<file path="config.mk">
export PLATFORM = sky130hd
export DESIGN_NAME = cmp_flag_gen
export DESIGN_NICKNAME = d
export VERILOG_FILES = /design/src/rtl/argon_pkg.sv /design/src/rtl/cmp_flag_core.sv /design/src/rtl/cmp_flag_gen.sv
export SDC_FILE = /design/constraint.sdc
export NUM_CORES = 1
export LEC_CHECK = 0
export ABC_CLOCK_PERIOD_IN_PS = 5600
export CAP_MARGIN = 20
export CORE_MARGIN = 1.5
export CORE_UTILIZATION = 47
export DETAILED_ROUTE_END_ITERATION = 12
export GPL_TIMING_DRIVEN = 0
export PLACE_DENSITY = 0.74
export RECOVER_POWER = 100
export SLEW_MARGIN = 20
export SYNTH_ARGS = -nofsm -noshare
export SYNTH_HDL_FRONTEND = slang
export SYNTH_SLANG_ARGS = --single-unit
</file>
<file path="constraint.sdc">
create_clock -name i_clk -period 5.6 [get_ports i_clk]
set_clock_uncertainty 0.05 [all_clocks]
set_input_delay 0.56 -clock i_clk [delete_from_list [all_inputs] [get_ports i_clk]]
set_output_delay 0.56 -clock i_clk [all_outputs]
set_load 0.03 [all_outputs]
</file>
<file path="src/rtl/argon_pkg.sv">
// Shared branch-unit package: branch-type codes, the compare flag bundle and its field width.
package argon_pkg;

    localparam int BT_WIDTH = 6;

    localparam logic [BT_WIDTH-1:0] BEQ  = 6'd0;
    localparam logic [BT_WIDTH-1:0] BNE  = 6'd1;
    localparam logic [BT_WIDTH-1:0] BGE  = 6'd2;
    localparam logic [BT_WIDTH-1:0] BGEU = 6'd3;
    localparam logic [BT_WIDTH-1:0] BLT  = 6'd4;
    localparam logic [BT_WIDTH-1:0] BLTU = 6'd5;

    typedef struct packed {
        logic zero;
        logic sign;
        logic overflow;
        logic carry;
    } cmp_flags_t;

endpackage

</file>
<file path="src/rtl/cmp_flag_core.sv">
// Combinational A-B and zero/sign/overflow/carry derivation; carry means "no borrow" (A >= B unsigned).
module cmp_flag_core
    import argon_pkg::*;
#(
    parameter int WIDTH = 16
) (
    input  logic [WIDTH-1:0] op_a,
    input  logic [WIDTH-1:0] op_b,
    output cmp_flags_t       flags
);

    logic [WIDTH:0] diff;

    // Two's-complement subtract with the carry-out kept as the no-borrow bit
    assign diff = {1'b0, op_a} + {1'b0, ~op_b} + {{WIDTH{1'b0}}, 1'b1};

    assign flags.zero     = (diff[WIDTH-1:0] == '0);
    assign flags.sign     = diff[WIDTH-1];
    assign flags.overflow = (op_a[WIDTH-1] != op_b[WIDTH-1]) && (diff[WIDTH-1] != op_a[WIDTH-1]);
    assign flags.carry    = diff[WIDTH];

endmodule

</file>
<file path="src/rtl/cmp_flag_gen.sv">
// Pipelined compare unit: operand stage S1, flag stage S2, valid/ready on both sides.
// Define CMP_FLAG_BYPASS_EN to drop S1 and register flags straight from the inputs (latency 1).
module cmp_flag_gen
    import argon_pkg::cmp_flags_t;
#(
    parameter int WIDTH    = 16,
    parameter int BT_WIDTH = argon_pkg::BT_WIDTH
) (
    input  logic                i_clk,
    input  logic                i_rst,
    input  logic                i_valid,
    output logic                o_ready,
    input  logic [WIDTH-1:0]    i_op_a,
    input  logic [WIDTH-1:0]    i_op_b,
    input  logic [BT_WIDTH-1:0] i_branch_type,
    output logic                o_valid,
    input  logic                i_ready,
    output logic                o_flag_zero,
    output logic                o_flag_sign,
    output logic                o_flag_overflow,
    output logic                o_flag_carry,
    output logic [BT_WIDTH-1:0] o_branch_type
);

    // Handshake: a beat transfers on any rising edge where valid && ready on that side.
    // Producers hold valid and data until accepted; o_ready depends combinationally on i_ready.

    logic                s2_v;
    cmp_flags_t          s2_flags;
    logic [BT_WIDTH-1:0] s2_type;
    logic                s2_adv;

    logic                stage_v;
    cmp_flags_t          stage_flags;
    logic [BT_WIDTH-1:0] stage_type;

    assign s2_adv = !s2_v || i_ready;

`ifdef CMP_FLAG_BYPASS_EN

    cmp_flag_core #(.WIDTH(WIDTH)) u_core (
        .op_a  (i_op_a),
        .op_b  (i_op_b),
        .flags (stage_flags)
    );

    assign stage_v    = i_valid;
    assign stage_type = i_branch_type;
    assign o_ready    = s2_adv;

`else

    logic                s1_v;
    logic [WIDTH-1:0]    s1_a;
    logic [WIDTH-1:0]    s1_b;
    logic [BT_WIDTH-1:0] s1_type;
    logic                s1_adv;

    assign s1_adv  = !s1_v || s2_adv;
    assign o_ready = s1_adv;

    always_ff @(posedge i_clk) begin
        if (i_rst) begin
            s1_v    <= 1'b0;
            s1_a    <= '0;
            s1_b    <= '0;
            s1_type <= '0;
        end else if (s1_adv) begin
            s1_v <= i_valid;
            if (i_valid) begin
                s1_a    <= i_op_a;
                s1_b    <= i_op_b;
                s1_type <= i_branch_type;
            end
        end
    end

    cmp_flag_core #(.WIDTH(WIDTH)) u_core (
        .op_a  (s1_a),
        .op_b  (s1_b),
        .flags (stage_flags)
    );

    assign stage_v    = s1_v;
    assign stage_type = s1_type;

`endif

    // S2 only reloads on a valid beat, so a drained slot keeps its last payload
    always_ff @(posedge i_clk) begin
        if (i_rst) begin
            s2_v     <= 1'b0;
            s2_flags <= '0;
            s2_type  <= '0;
        end else if (s2_adv) begin
            s2_v <= stage_v;
            if (stage_v) begin
                s2_flags <= stage_flags;
                s2_type  <= stage_type;
            end
        end
    end

    assign o_valid         = s2_v;
    assign o_flag_zero     = s2_flags.zero;
    assign o_flag_sign     = s2_flags.sign;
    assign o_flag_overflow = s2_flags.overflow;
    assign o_flag_carry    = s2_flags.carry;
    assign o_branch_type   = s2_type;

endmodule

</file>
==> flow_summary.toml <==
[status]
status = "complete, no violations"

[worst_setup_path]
r2r-end = "o_flag_zero"
cpPeakStageDelay_ns = 0.71
end_kind = "output port"
cp-start-kind = "input pin"
reg2reg_depth = 11
critical_path.most_common_cell = "dlygate4sd3_1"
path_cells = "dlygate4sd3_1 > nor2b_1 > nand2_1 > dlygate4sd3_1"
r2r_start = "s1_a[0]"
r2r_setup_slack_ns = 3.12
path_class = "input pin to output port"
slowest_stage = "dlygate4sd3_1"
critPathTopFamily = "buffers and inverters"
path_max_fanout = 5
cp-startpoint = "i_ready"
worstPathRequired_ns = 4.99
crit_buf_inv = 2
crit_arrival_ns = 2.16

[clocking]
hold_buffers = 0
cts_buffers = 5
clk_pin_slew_ns = 0.09
cts.sinks = 50
cts_tree = "yes"
h-tree-depth = 2
cts_root_buffer = "clkbuf_8"
cts.path.max_buffers = 2
clk_latency_ns = 0.30
post_cts_buffers = 0
cts_resized = 0

[timing]
final-setup-viol-count = 0
rsz0062_at_grt = "false"
finalCritPeriodShare_pct = 49.5
hold_violations = 0
tightest_slew_ns = 0.586
fin_ws_ns = 2.83
slew_headroom_pct = 60.9
fin_tns_setup_ns = 0
timing.fmax_ghz = 0.361
maxSlewViolCount = 0
final.min_clock_period_ns = 2.77

[route]
dr.pass1.iters = 4
via_count = 2408
drt-total-wl_um = 5920
drt-vias-per-instance = 5.13
drcViolationCount = 0
wl_per_cell_um = 12.6
antenna_left = 0
dr.first_iter.drc_count = 119

[grt]
grt_pass1_vias = 2208
grt_max_degree = 15
antenna_found_initial = 0
track_usage_pct = 21.0
grt_pass1_wl_um = 10000
grt-ovfl-total = 0

[floorplan]
initial_core_util_pct = 49.5
fp.dieW_um = 77.0
core_area_mm2 = 0.00520
rows = 26
die-area_mm2 = 0.00593
die_h_um = 77.0
ios = 54

[yosys]
synth_cell_types = 42
synth_fp_nets = 399
yosysWarnings = 0
syn_inst = 340
yosys_register_bits = 50
synthArstFlopShare_pct = 0
avgSynthCellArea_um2 = 7.58
synth_edf_count = 0
netlist_area_mm2 = 0.00258
synthFlopType = "dfxtp_1"
ys_seq_area_share_pct = 38.9

[place]
place_ws_ns = 2.85
gp_congestion = 0.892
numPortBuffers = 52
dpl_cell_area_mm2 = 0.00318
dpl.hpwl_um = 4570

[hold_path]
hold_class = "flop to flop"
min_to = "o_flag_overflow"
min_path_cells = 2
hold_start = "o_flag_overflow"

[layout]
stdcell_area_mm2 = 0.00326
area_growth_syn_to_layout_pct = 26.7
drive_above_1_share_pct = 3.01
fill_cells = 504
nets = 458
diodes = 0

[job]
maxCapViolCount = 0

[power]
power_leakage_nw = 1.30
ir_drop_v = 0.000158
power.density_mw_per_mm2 = 243
area by class of cell:
type                    count  area, um^2  share of cell area, %
inverters                  21        78.8                   2.41
repair buffers             52         520                   15.9
plain buffers              17        65.1                   1.99
well taps                  70        87.6                   2.68
flip-flops and latches     50        1000                   30.7
clock inverters             1        7.51                  0.230
clock buffers               6        72.6                   2.22
multi-input cells         252        1430                   43.8
flip-flops by register name (all words and copies together), names as in the netlist:
register         count
o_flag_overflow      1
s1_type              6
s1_a                16
o_flag_sign          1
s1_v                 1
o_branch_type        6
o_flag_zero          1
o_valid              1
s1_b                16
o_flag_carry         1
synth_stat cells, drive strengths merged, types with 2 or more instances:
cell type / count / area share (%)
a2111oi: 2 / 0.68
ha: 16 / 7.8
nor3: 3 / 0.58
o2111ai: 3 / 1.0
a21o: 3 / 0.87
nand3: 3 / 0.58
clkbuf: 16 / 2.3
nor2: 9 / 1.3
a211oi: 3 / 0.87
inv: 21 / 3.1
xor2: 5 / 1.7
nand2b: 5 / 1.2
nor2b: 7 / 1.7
nand2: 99 / 15
xnor2: 4 / 1.4
o21bai: 2 / 0.73
a31oi: 4 / 0.97
o21ai: 10 / 1.9
o21a: 3 / 0.87
a21oi: 54 / 11
nand3b: 2 / 0.58
dfxtp: 50 / 39
through the flow:
| step | power, mW | utilization, % | std cells | hold WS [ns] |
|---|---|---|---|---|
| 3_3_place_gp | 0.598 | 61.2 | 462 | 0.390 |
| 4_1_cts | 0.802 | 62.7 | 469 | 0.406 |
| 6_report | 0.793 | 62.7 | 469 | 0.402 |
| 5_1_grt | 0.841 | 62.7 | 469 | 0.429 |
| 2_1_floorplan | 0.534 | - | 340 | 0.382 |
| 3_5_place_dp | 0.602 | 61.2 | 462 | 0.394 |
worst reg2reg max path, delay by kind of cell, from the launching register on:
kind | cells | cell delay (ns)
AND/OR/NAND/NOR | 4 | 0.56
flip-flops | 1 | 0.33
AO/OA/AOI/OAI | 4 | 0.73
adder cells (fa/ha/maj) | 2 | 0.70
buffers and inverters | 1 | 0.04
where the power goes:
part,leakage (nW),switching (mW),internal [mW]
clock,0.0373,0.114,0.0859
sequential,0.411,0.0101,0.374
combinational,0.856,0.112,0.0968
cell usage in the layout, fill, tap and decap left out, drive strengths merged, types with 4 or more instances in the layout:
cell type	n
a31oi	4
clkdlybuf4s50	39
nand2	99
nor2	9
dfxtp	50
nor2b	7
inv	21
xnor2	4
ha	16
a21oi	54
nand2b	5
o21ai	10
dlygate4sd3	13
xor2	5
clkbuf	22
layer usage:
layer  track usage, %  up-vias  wire, um  share of wire (%)
met5                0        -         0                  0
met2             34.8       48      2770                 47
met4             6.91        0        89                1.5
met1             27.9     1094      2890                 49
li1                 -     1260         -                  -
met3             3.33        6       176                3.0
how the worst max path moves through the flow:
stage	end	cells after the start	slack (ns)
4_1_cts	o_ready	4	3.05
5_1_grt	o_ready	4	2.75
3_5_place_dp	o_flag_zero	10	2.85
2_1_floorplan	o_flag_carry	10	3.39
3_3_place_gp	o_flag_zero	10	2.84
6_report	o_ready	4	2.83
cells by family after synthesis:
family                   Yosys count  synth area share, %
AND/OR/NAND/NOR                  135                 22.3
AO/OA/AOI/OAI                     90                 21.2
flip-flops                        50                 38.9
buffers and inverters             38                 5.59
adder cells (fa/ha/maj)           17                 8.55
XOR/XNOR                           9                 3.06
multiplexers                       1                0.437
Note: power is estimated with default switching activity, not from simulation.
